<file path="config.mk">
export PLATFORM = sky130hd
export DESIGN_NAME = johnson_phase_tracker
export DESIGN_NICKNAME = d
export VERILOG_FILES = /design/src/rtl/johnson_phase_tracker.sv
export SDC_FILE = /design/constraint.sdc
export NUM_CORES = 1
export LEC_CHECK = 0
export BUFFER_PORTS_ARGS = -buffer_cell sky130_fd_sc_hd__buf_4
export CAP_MARGIN = 40
export CORE_ASPECT_RATIO = 1.25
export CORE_MARGIN = 2
export CORE_UTILIZATION = 54
export DETAILED_ROUTE_END_ITERATION = 16
export PLACE_DENSITY_LB_ADDON = 0.25
export SYNTH_ARGS = -nofsm -noshare
export SYNTH_HDL_FRONTEND = slang
export SYNTH_SLANG_ARGS = --single-unit
</file>
<file path="constraint.sdc">
create_clock -name clk -period 2.9 [get_ports clk]
set_input_delay 0.435 -clock clk [delete_from_list [all_inputs] [get_ports clk]]
set_output_delay 0.435 -clock clk [all_outputs]
set_load 0.005 [all_outputs]
</file>
<file path="src/rtl/johnson_phase_tracker.sv">
`default_nettype none
// ============================================================================
// johnson_phase_tracker : decodes a 4-bit Johnson code, locks onto a clean
// phase sequence and counts sequence errors.
// Optional one-hot phase output is built when JOHNSON_PHASE_ONEHOT_EN is defined.
// Revision: 1.0
// ============================================================================
module johnson_phase_tracker #(
  parameter int LOCK_COUNT = 3,
  parameter int ERR_W      = 8
) (
  input  logic             clk,
  input  logic             reset,
  input  logic [3:0]       jc_in,
  input  logic             jc_valid,
  output logic [2:0]       phase,
  output logic [7:0]       phase_onehot,
  output logic             locked,
  output logic             err_pulse,
  output logic             wrap_pulse,
  output logic [ERR_W-1:0] err_count
);

  typedef enum logic [0:0] {
    SEARCH = 1'b0,
    LOCKED = 1'b1
  } state_t;

  localparam logic [3:0] LOCK_TARGET = 4'(LOCK_COUNT);

  state_t     state_q, state_d;
  logic [3:0] match_q, match_d;
  logic       prev_valid_q, prev_valid_d;
  logic [2:0] phase_d;
  logic       err_d, wrap_d;
  logic       dec_legal;
  logic [2:0] dec_phase;
  logic       is_succ;

  always_comb begin
    dec_legal = 1'b1;
    dec_phase = 3'd0;
    case (jc_in)
      4'b0000: dec_phase = 3'd0;
      4'b1000: dec_phase = 3'd1;
      4'b1100: dec_phase = 3'd2;
      4'b1110: dec_phase = 3'd3;
      4'b1111: dec_phase = 3'd4;
      4'b0111: dec_phase = 3'd5;
      4'b0011: dec_phase = 3'd6;
      4'b0001: dec_phase = 3'd7;
      default: dec_legal = 1'b0;
    endcase
  end

  // The stored previous sample always equals the phase register when valid,
  // so only its validity needs separate tracking.
  assign is_succ = prev_valid_q && dec_legal && (dec_phase == phase + 3'd1);

  always_comb begin
    state_d      = state_q;
    match_d      = match_q;
    prev_valid_d = prev_valid_q;
    phase_d      = phase;
    err_d        = 1'b0;
    wrap_d       = 1'b0;
    if (jc_valid) begin
      if (!dec_legal) begin
        state_d      = SEARCH;
        match_d      = 4'd0;
        prev_valid_d = 1'b0;
        err_d        = 1'b1;
      end else begin
        phase_d = dec_phase;
        case (state_q)
          SEARCH: begin
            prev_valid_d = 1'b1;
            if (is_succ) begin
              match_d = match_q + 4'd1;
              if (match_d == LOCK_TARGET) begin
                state_d = LOCKED;
              end
            end else begin
              match_d = 4'd0;
            end
          end
          LOCKED: begin
            if (is_succ) begin
              wrap_d = (phase == 3'd7);
            end else begin
              // Invalidate the stored sample so the next legal one is a fresh start.
              state_d      = SEARCH;
              match_d      = 4'd0;
              prev_valid_d = 1'b0;
              err_d        = 1'b1;
            end
          end
          default: state_d = SEARCH;
        endcase
      end
    end
  end

  always_ff @(posedge clk) begin
    if (reset) begin
      state_q      <= SEARCH;
      match_q      <= 4'd0;
      prev_valid_q <= 1'b0;
      phase        <= 3'd0;
      err_pulse    <= 1'b0;
      wrap_pulse   <= 1'b0;
      err_count    <= '0;
    end else begin
      state_q      <= state_d;
      match_q      <= match_d;
      prev_valid_q <= prev_valid_d;
      phase        <= phase_d;
      err_pulse    <= err_d;
      wrap_pulse   <= wrap_d;
      if (err_d && (err_count != {ERR_W{1'b1}})) begin
        err_count <= err_count + ERR_W'(1);
      end
    end
  end

  assign locked = (state_q == LOCKED);

`ifdef JOHNSON_PHASE_ONEHOT_EN
  always_ff @(posedge clk) begin
    if (reset) begin
      phase_onehot <= 8'h01;
    end else begin
      phase_onehot <= 8'h01 << phase_d;
    end
  end
`else
  assign phase_onehot = 8'h00;
`endif

endmodule
`default_nettype wire
</file>
==> summary.txt <==
Placed design
  – Number of cells in the design after placement: around 200
  – Post-detail-place hpwl: between 1500 and 2000 um
  – Quantity of I/O buffers inserted on ports: 20
  – Setup slack at placement: 0.3257 ns
  – Placed Instance Area: 0.001445 mm2
  – Routability congestion estimate from global placement: between 0.8 and 0.9

STA
  – Time the worst path needs with I/O delays and setup: between 2 and 3 ns
  – RSZ-0062 raised after global routing: no
  – Crit share post-route: 0.9005
  – Final-layout setup total negative slack: 0 ns
  – Fin. max-slew vios: 0
  – Max Clk Rate: between 0.3 and 0.4 GHz
  – Worst Slack Setup Final: between 0.2 and 0.3 ns
  – Final-report hold violation count: 0
  – Setup Skew: 0.007947 ns
  – Total setup violations reported at the end of the flow: 0

Global route
  – First-pass GRT wire length: roughly 4500 um
  – GRT met3 Usage: 0.03000
  – M2 GR Usage: 0.3829
  – GRT met1 Usage: 0.2131
  – Most used routing layer: met2
  – Total overflow reported by the global router: 0
  – Maximum number of pins on one net before global-route repair: 26
  – Total Routing Usage GR: 0.1993
  – Number of antenna violations at the first check in global routing: 0
  – Via count of the first global-routing pass: ~1000

Logic synthesis
  – Count of flip-flops with a built-in enable after synthesis: 0
  – Syn Area/Cell: 8.710 um2
  – Dominant combinational cell family by area after synthesis: simple AND/OR/NAND/NOR gates
  – Mux share of post-synthesis cell area: 0.08675
  – Synthesized netlist cell count: 154
  – Top flip-flop cell by instance count after synthesis: sky130_fd_sc_hd__dfxtp_1
  – Synth Area in XOR/XNOR: 0.03918
  – Simple-gate portion of the synthesized area: 0.2229
  – Adder-cell area share of the yosys netlist: 0.04664
  – Yosys Warn Count: 0
  – Compound-cell area share of the yosys netlist: 0.2220
  – Count of unique library cells instantiated by Yosys: 48
  – Synthesized cell area: between 0.001 and 0.0015 mm2
  – Flip-flop and latch count after synthesis: 19
  – Async set or reset register ratio after synthesis: 0
  – Register area share after synthesis: 0.2836

Route
  – Post-detailed-routing wire length: around 2700 um
  – Routed len/inst: between 10 and 15 um
  – Total via count after detailed routing: roughly 1100
  – Count of TritonRoute iterations in the first routing pass: 6
  – Number of remaining DRC errors: 0
  – Count of nets left with antenna violations after detail routing: 0
  – Initial DRC count: 18
  – Via density per instance: 5.614

Cells and area
  – Area occupied by multi-input gates: between 800 and 900 um2
  – Final core utilization: 0.6125
  – Fin area: about 0.0015 mm2
  – Antenna cell count: 0
  – Non-filler instance count after layout: 202
  – Share of post-route cells with drive strength above 1: 0.2249
  – Area growth syn-to-layout: 9.701%
  – Filler cells: 250
  – Net total in the final layout: 182
  – Register area: approximately 380 um2

Critical path
  – Max stage delay cell, worst path: sky130_fd_sc_hd__dfxtp_1
  – Arr. time, crit path: 2.82 ns
  – Worst path cell trace: ha_1 -> ha_1 -> and4bb_2 -> a41oi_2 -> o211ai_2 -> a21oi_4 -> and4_4 -> mux2_4
  – Startpoint types: flip-flop
  – CP delay by family, top: compound AO/OA/AOI/OAI gates
  – Critical Path Source: phase[0]
  – Most repeated library cell on the critical path: sky130_fd_sc_hd__ha_1
  – Startpoint of the worst register-to-register path: phase[0]
  – Data required time at the worst endpoint: ~3.1 ns
  – Sort of element at the end of the critical path: flip-flop
  – Critical Path Fanout Max: 10
  – Largest incremental delay on the critical path: ~0.4 ns
  – Kind of critical path: reg2reg
  – Worst path bufs/invs: 0

Floorplanning
  – DIE AREA: 0.002901 mm2
  – Initial Utilization: 0.5583
  – Floorplan row count: 20
  – Top-level I/O count: 29
  – Floorplan die width: roughly 49 um
  – Vert. Die Dim: approximately 60 um
  – CORE AREA: between 0.002 and 0.0025 mm2

Clock tree
  – CTS clock-pin slew for the worst setup and hold paths: ~0.11 ns
  – Level count of the clock H-tree: 1
  – Resized Gates After CTS: 0
  – Deepest clock path buffer count: 2
  – Cell chosen for the clock root: sky130_fd_sc_hd__clkbuf_4
  – Setup Fix Bufs, Post-CTS: 0
  – Hold buffer count at cts: 0
  – Clock tree from TritonCTS: yes
  – Worst skew pair latency: ~0.30 ns
  – Sinks on the clock net: 19
  – CTS Buf Count: 3

Hold path
  – Beginning of the worst hold path: jc_valid
  – Path type of the worst min-delay path: in2reg

Run status
  – Status: completed

Power
  – Leakage power of the design: between 0.6 and 0.7 nW
  – Peak VDD IR: between 300 and 400 uV
  – Power density of the placed cells: 349.5 mW/mm2

Run
  – Maxcap violations: 0
==> per-layer routing <==
layer / vias to the layer above / part of all wire
li1: 567 / -
met3: 2 / 0.033
met4: 0 / 0.0063
met2: 24 / 0.52
met1: 541 / 0.44
met5: - / 0
==> final cells by class <==
cell class              instances  share of cell area
repair buffers                 20              0.1020
well taps                      33             0.02806
clock buffers                   4             0.01786
multi-input cells             122              0.5833
inverters                       4             0.01020
flip-flops and latches         19              0.2585
==> power by group <==
part	total [W]	leakage, nW	internal (W)	switching, W
registers	0.000275	0.154	0.000268	0.00000739
logic	0.000102	0.447	0.0000438	0.0000580
clock network	0.000137	0.0150	0.0000536	0.0000839
==> sequential cells by signal, indices dropped and copies added, names as in the netlist <==
signal / cells
err_count: 8
wrap_pulse: 1
locked: 1
err_pulse: 1
match_q: 4
phase: 3
prev_valid_q: 1
==> synth_stat cells, types with 3 or more instances <==
master,instances,area (um2)
sky130_fd_sc_hd__nor2b_1,5,31.28
sky130_fd_sc_hd__nand2_1,9,33.78
sky130_fd_sc_hd__dfxtp_1,19,380.4
sky130_fd_sc_hd__xor2_1,3,26.28
sky130_fd_sc_hd__inv_1,4,15.01
sky130_fd_sc_hd__nor2_1,13,48.80
sky130_fd_sc_hd__xnor2_1,3,26.28
sky130_fd_sc_hd__clkbuf_1,3,11.26
sky130_fd_sc_hd__and3_1,3,18.77
sky130_fd_sc_hd__a21oi_1,12,60.06
sky130_fd_sc_hd__nand2b_1,5,31.28
sky130_fd_sc_hd__nand3_1,4,20.02
sky130_fd_sc_hd__mux2_1,3,33.78
sky130_fd_sc_hd__mux2i_1,3,30.03
sky130_fd_sc_hd__o21ai_0,6,30.03
sky130_fd_sc_hd__buf_4,10,75.07
sky130_fd_sc_hd__ha_1,5,62.56
sky130_fd_sc_hd__o211ai_2,3,37.54
sky130_fd_sc_hd__nor3_1,3,15.01
==> per-stage QoR <==
stage          power [W]  hold WS [ns]
6_report       0.0005142        0.4591
5_1_grt        0.0005474        0.4558
4_1_cts        0.0005207        0.4427
3_5_place_dp   0.0003819        0.5096
3_3_place_gp   0.0003783        0.5058
2_1_floorplan  0.0003634        0.4817
==> worst paths after layout <==
check | slack [ns] | depth (start not counted) | to
setup reg to reg | 0.29 | 8 | err_count[6]
hold reg to reg | 0.53 | 2 | match_q[1]
setup / recovery | 0.29 | 8 | err_count[6]
hold / removal | 0.46 | 2 | phase[1]
==> placed cells by master (no fill, tap or decap), types with 2 or more instances in the layout <==
cell type | synthesis | routed
sky130_fd_sc_hd__and2_1 | 2 | 2
sky130_fd_sc_hd__a31o_2 | 2 | 2
sky130_fd_sc_hd__a31oi_1 | 2 | 2
sky130_fd_sc_hd__o21ai_0 | 6 | 6
sky130_fd_sc_hd__and3_1 | 3 | 3
sky130_fd_sc_hd__xnor2_1 | 3 | 3
sky130_fd_sc_hd__nand4_1 | 2 | 2
sky130_fd_sc_hd__nand3_1 | 4 | 4
sky130_fd_sc_hd__nor2_1 | 13 | 13
sky130_fd_sc_hd__o31ai_1 | 2 | 2
sky130_fd_sc_hd__inv_1 | 4 | 4
sky130_fd_sc_hd__o211ai_2 | 3 | 3
sky130_fd_sc_hd__nand2_1 | 9 | 9
sky130_fd_sc_hd__xor2_1 | 3 | 3
sky130_fd_sc_hd__mux2_1 | 3 | 3
sky130_fd_sc_hd__ha_1 | 5 | 5
sky130_fd_sc_hd__nand2b_1 | 5 | 5
sky130_fd_sc_hd__mux2i_1 | 3 | 3
sky130_fd_sc_hd__conb_1 | 1 | 8
sky130_fd_sc_hd__nor2b_1 | 5 | 5
sky130_fd_sc_hd__clkbuf_4 | 0 | 3
sky130_fd_sc_hd__dfxtp_1 | 19 | 19
sky130_fd_sc_hd__nor3b_1 | 2 | 2
sky130_fd_sc_hd__a21oi_1 | 12 | 12
sky130_fd_sc_hd__mux2_4 | 2 | 2
sky130_fd_sc_hd__buf_4 | 10 | 20
sky130_fd_sc_hd__nor3_1 | 3 | 3
sky130_fd_sc_hd__nand3b_1 | 2 | 2
==> cell families after synthesis <==
| logic type | Yosys count |
|---|---|
| multiplexers | 9 |
| other | 1 |
| adder cells (fa/ha/maj) | 5 |
| buffers and inverters | 20 |
| XOR/XNOR | 6 |
| AND/OR/NAND/NOR | 55 |
| flip-flops | 19 |
| AO/OA/AOI/OAI | 39 |
Note: power is estimated with default switching activity, not from simulation.
